<file path="config.mk">
export PLATFORM = sky130hd
export DESIGN_NAME = serial_add_seq
export DESIGN_NICKNAME = d
export VERILOG_FILES = /design/src/rtl/serial_add_pkg.sv /design/src/rtl/ha_cell.sv /design/src/rtl/serial_add_seq.sv
export SDC_FILE = /design/constraint.sdc
export NUM_CORES = 1
export LEC_CHECK = 0
export CAP_MARGIN = 20
export CELL_PAD_IN_SITES_DETAIL_PLACEMENT = 1
export CELL_PAD_IN_SITES_GLOBAL_PLACEMENT = 1
export CORE_MARGIN = 2
export CORE_UTILIZATION = 41
export DETAILED_ROUTE_END_ITERATION = 7
export MAX_ROUTING_LAYER = met4
export PLACE_DENSITY = 0.86
export SLEW_MARGIN = 20
export SYNTH_ARGS = -nofsm -noshare
export SYNTH_HDL_FRONTEND = slang
export SYNTH_SLANG_ARGS = --single-unit
</file>
<file path="constraint.sdc">
create_clock -name clk -period 2.3 [get_ports clk]
set_clock_uncertainty 0.15 [all_clocks]
set_input_delay 0.46 -clock clk [delete_from_list [all_inputs] [get_ports clk]]
set_output_delay 0.46 -clock clk [all_outputs]
set_load 0.02 [all_outputs]
</file>
<file path="src/rtl/serial_add_pkg.sv">
// Shared types and helpers for the bit-serial add sequencer.
//   state_e : sequencer FSM states
//   cnt_w   : width of the bit counter for a given operand width
package serial_add_pkg;

  typedef enum logic [1:0] {
    StIdle = 2'd0,
    StRun  = 2'd1,
    StDone = 2'd2
  } state_e;

  function automatic int unsigned cnt_w(input int unsigned width);
    return $clog2(width);
  endfunction

endpackage

</file>
<file path="src/rtl/ha_cell.sv">
// Half-adder cell.
//   x, y : input bits
//   s    : sum bit   (x ^ y)
//   c    : carry bit (x & y)
module ha_cell (
  input  logic x,
  input  logic y,
  output logic s,
  output logic c
);

  assign s = x ^ y;
  assign c = x & y;

endmodule

</file>
<file path="src/rtl/serial_add_seq.sv">
// Bit-serial add sequencer: one full-adder bit (two half-adder cells) reused over WIDTH cycles,
// LSB first, to compute {cout, sum} = a + b + cin.
//   clk, rst           : clock, asynchronous active-high reset
//   in_valid/in_ready  : operand handshake (a, b, cin)
//   out_valid/out_ready: result handshake (sum, cout)
//   busy               : sequencer not idle
module serial_add_seq
  import serial_add_pkg::*;
#(
  parameter int unsigned WIDTH = 8
) (
  input  logic             clk,
  input  logic             rst,
  input  logic             in_valid,
  output logic             in_ready,
  input  logic [WIDTH-1:0] a,
  input  logic [WIDTH-1:0] b,
  input  logic             cin,
  output logic             out_valid,
  input  logic             out_ready,
  output logic [WIDTH-1:0] sum,
  output logic             cout,
  output logic             busy
);

  localparam int unsigned CntW = cnt_w(WIDTH);
  localparam logic [CntW-1:0] LastCnt = CntW'(WIDTH - 1);

  state_e           state_q, state_d;
  logic [CntW-1:0]  cnt_q, cnt_d;
  logic [WIDTH-1:0] ra_q, ra_d;
  logic [WIDTH-1:0] rb_q, rb_d;
  logic             carry_q, carry_d;
  logic [WIDTH-1:0] sum_q, sum_d;
  logic             cout_q, cout_d;
  logic             out_valid_q, out_valid_d;

  logic p, g0, s_bit, g1, carry_next;

  // Full-adder bit on the current LSBs of the operand shift registers.
  ha_cell u_ha0 (
    .x (ra_q[0]),
    .y (rb_q[0]),
    .s (p),
    .c (g0)
  );

  ha_cell u_ha1 (
    .x (p),
    .y (carry_q),
    .s (s_bit),
    .c (g1)
  );

  assign carry_next = g0 | g1;

  // rst gates in_ready so an operand presented while reset is released is not taken.
  assign in_ready  = (state_q == StIdle) && !rst;
  assign busy      = (state_q != StIdle);
  assign out_valid = out_valid_q;
  assign sum       = sum_q;
  assign cout      = cout_q;

  always_comb begin
    state_d     = state_q;
    cnt_d       = cnt_q;
    ra_d        = ra_q;
    rb_d        = rb_q;
    carry_d     = carry_q;
    sum_d       = sum_q;
    cout_d      = cout_q;
    out_valid_d = out_valid_q;

    unique case (state_q)
      StIdle: begin
        if (in_valid && in_ready) begin
          ra_d    = a;
          rb_d    = b;
          carry_d = cin;
          cnt_d   = '0;
          state_d = StRun;
        end
      end
      StRun: begin
        // Result bits enter at the MSB so after WIDTH shifts bit 0 sits at sum[0].
        sum_d   = {s_bit, sum_q[WIDTH-1:1]};
        ra_d    = {1'b0, ra_q[WIDTH-1:1]};
        rb_d    = {1'b0, rb_q[WIDTH-1:1]};
        carry_d = carry_next;
        cnt_d   = cnt_q + CntW'(1);
        if (cnt_q == LastCnt) begin
          cout_d      = carry_next;
          out_valid_d = 1'b1;
          state_d     = StDone;
        end
      end
      StDone: begin
        if (out_ready) begin
          out_valid_d = 1'b0;
          state_d     = StIdle;
        end
      end
      default: begin
        state_d     = StIdle;
        out_valid_d = 1'b0;
      end
    endcase
  end

  always_ff @(posedge clk or posedge rst) begin
    if (rst) begin
      state_q     <= StIdle;
      cnt_q       <= '0;
      ra_q        <= '0;
      rb_q        <= '0;
      carry_q     <= 1'b0;
      sum_q       <= '0;
      cout_q      <= 1'b0;
      out_valid_q <= 1'b0;
    end else begin
      state_q     <= state_d;
      cnt_q       <= cnt_d;
      ra_q        <= ra_d;
      rb_q        <= rb_d;
      carry_q     <= carry_d;
      sum_q       <= sum_d;
      cout_q      <= cout_d;
      out_valid_q <= out_valid_d;
    end
  end

endmodule

</file>
==> impl_metrics.yaml, run 1 <==
cts:
  tritoncts: "built"
  clock_latency_ns: 0.28
  clkTransAtPathRegs_ns: 0.07
  cts_sinks: 32
  holdBufCountCts: 0
  clockBufferDepth: 2
  numCtsBuffers: 5
  ctsHtreeMaxLevel: 2
  clock-root-buffer: "clkbuf_8"
final_layout:
  final_util: 0.5574
  seqCellArea_um2: 800.8
  drive_above_1_share: 0.2437
  multi_input_area_um2: 704.4
  stdcell_count: 245
  area_delta_synth_final_pct: 29.75
  n_fill_cell: 422
  nNetsFinal: 220
  antenna_cells: 0
  fin_area_um2: 2041
flow_run:
  maxCapViolCount: 0
sta:
  finalHoldViolCount: 0
  finalSetupViolCount: 0
  whs_ns: 0.3276
  finalCritPeriodShare: 0.9356
  finalMaxSlewViolations: 0
  fin_crit_ns: 2.152
  slew_headroom: 0.7309
  rsz0062_at_grt: "false"
  fmax_mhz: 464.7
  worst-slew-pin-transition_ns: 0.4036
  fin_tns_setup_ns: 0
yosys:
  postSynthRegisterBits: 32
  synth_top_area_share: 0.5091
  synth_ff_type: "dfrtp_1"
  synth_top_family_by_area: "simple AND/OR/NAND/NOR gates"
  syn_inst: 158
  synth_xor_area_frac: 0
  syn_area_um2: 1573
  synth.area.mux_share: 0.007160
  synth_commonest_cells: "67 x nand2_1, 32 x dfrtp_1, 28 x nand3_2"
  avgSynthCellArea_um2: 9.954
  synth_cell_types: 20
  synth_top_area_cell: "dfrtp_1"
  yosysWarnings: 0
  synth_edf_count: 0
  yosys.area_share.simple: 0.3946
  synthAdderAreaFrac: 0.02864
  synth-compound-area-share: 0.01591
  async_reset_ff_frac: 1.000
  yosysMostFrequentCell: "nand2_1"
  yosysSeqAreaShare: 0.5091
  ys_top_cells_by_area: "dfrtp_1 51%, nand3_2 18%, nand2_1 16%"
  synth_nets: 182
die:
  fp.dieH_um: 65.94
  pin_count: 33
  die_area_um2: 4347
  die_w_um: 65.94
  rows: 22
  initial_core_util: 0.4296
  coreArea_um2: 3661
placement:
  portBuffers: 32
  place_inst: 237
  hpwl_um: 2535
  gp_congestion: 0.7040
  place_area_um2: 1949
min_path:
  hp-class: "register to register"
  min_from: "sum[0]"
  holdPathStages: 2
  min_to: "sum[0]"
routing:
  drtIter0Drc: 80
  dr_total_vias: 1225
  drtPass1Iterations: 4
  vias_per_cell: 5.000
  wirelength_um: 3725
  drc: 0
  ant_nets: 0
  wl_per_cell_um: 15.20
pwr:
  powerDensity_nw_per_um2: 1271
  leakage_nw: 0.9918
  ir_drop_mv: 0.6822
global_routing:
  antenna_found_initial: 0
  grt_overflow: 0
  grt_max_degree: 33
  grt_pass1_wl_um: 6755
  grt_pass1_vias: 1399
  grtUsageTotal: 0.2161
worst_setup_path:
  r2r_setup_slack_ns: 0.50
  critical_path.cell_chain: "or2_2 -> clkdlybuf4s50_1"
  cp_top_family: "buffers and inverters"
  worstSetupPathType: "register to output pin"
  crit_path_top_delay_cell: "clkdlybuf4s50_1"
  critical_path_buf_inv_count: 1
  rr_startpoint: "state_q[0]"
  crit_arrival_ns: 1.54
  cp_max_fo: 2
  end_kind: "output pin"
  rr_worst_depth: 4
  worstReg2RegEnd: "ra_q[1]"
  worst_ep_required_time_ns: 1.69
  critPathLaunchType: "register"
  cpPeakStageDelay_ns: 0.56
outcome:
  status: "complete, no violations"
## routing by layer
metal / GRT usage / wire length, um / up-vias
li1: - / - / 588
met1: 0.2687 / 1638 / 598
met2: 0.3472 / 1871 / 32
met3: 0.05963 / 165 / 7
met4: 0.06378 / 49 / 0
met5: - / 0 / -
## how the worst max path moves through the flow
stage	start	endpoint	slack (ns)	cells past startpoint
5_1_grt	state_q[0]	busy	0.1	2
3_3_place_gp	rst	in_ready	0.08	3
3_5_place_dp	rst	in_ready	0.03	3
4_1_cts	state_q[0]	busy	0.13	2
6_report	state_q[0]	busy	0.15	2
2_1_floorplan	state_q[0]	in_ready	0.58	2
## worst min-delay path, stage by stage, from the launching register on
cell	delay, ns
dfrtp_1	0.34
nand2_1	0.05
nand2_1	0.06
## logic make-up after synthesis
logic type	count (synthesis)
DFF	32
and+or+nand+nor	107
muxes	1
adders and majority gates	3
AOI/OAI and AO/OA	5
buffers and inverters	10
## registers in the layout (all words and copies together) (netlist names)
| signal | count |
|---|---|
| cnt_q | 3 |
| rb_q | 8 |
| sum | 8 |
| carry_q | 1 |
| state_q | 2 |
| cout | 1 |
| ra_q | 8 |
| out_valid | 1 |
## power by group
part | internal [mW] | total (mW) | leakage [nW] | switching [mW]
Clock | 0.238 | 0.442 | 0.0510 | 0.204
Sequential | 0.795 | 0.969 | 0.412 | 0.173
Combinational | 0.492 | 1.18 | 0.529 | 0.692
Total | 1.53 | 2.59 | 0.992 | 1.07
## placed cells by master (no fill, tap or decap), types with 2 or more instances in the layout
master	count
nand3_1	5
ha_1	2
nand2_1	67
a21oi_1	2
buf_4	8
clkinv_2	2
o21ai_1	2
nand3_2	28
clkdlybuf4s50_1	31
dfrtp_1	32
nor2_1	2
clkbuf_8	6
## area by class of cell
class                           count  area share
Tap cell                           48     0.02943
Timing Repair Buffer               40      0.1858
Clock buffer                        6     0.04047
Sequential cell                    32      0.3924
Clock inverter                      2    0.004905
Inverter                            1    0.001839
Multi-Input combinational cell    116      0.3452
## timing repair
item	CTS	global route
setup buffers	0	0
endpoints found under the setup margin	1	0
resized for setup	1	0
## per-stage QoR
stage / setup WS [ns] / power (mW)
after global placement: 0.08062 / 2.083
after CTS: 0.1252 / 2.627
final: 0.1481 / 2.595
after detailed placement: 0.03417 / 2.166
after floorplan: 0.5776 / 1.739
after global routing: 0.09511 / 2.821
No activity file was read; power rests on OpenSTA's default activity.
==> inputs of run 2 (changes only) <==
ABC_AREA = 0   (was not set)
SKIP_LAST_GASP = 1   (was not set)
==> results of run 2 <==
Final layout, timing and power as in run 1 (identical DEF).
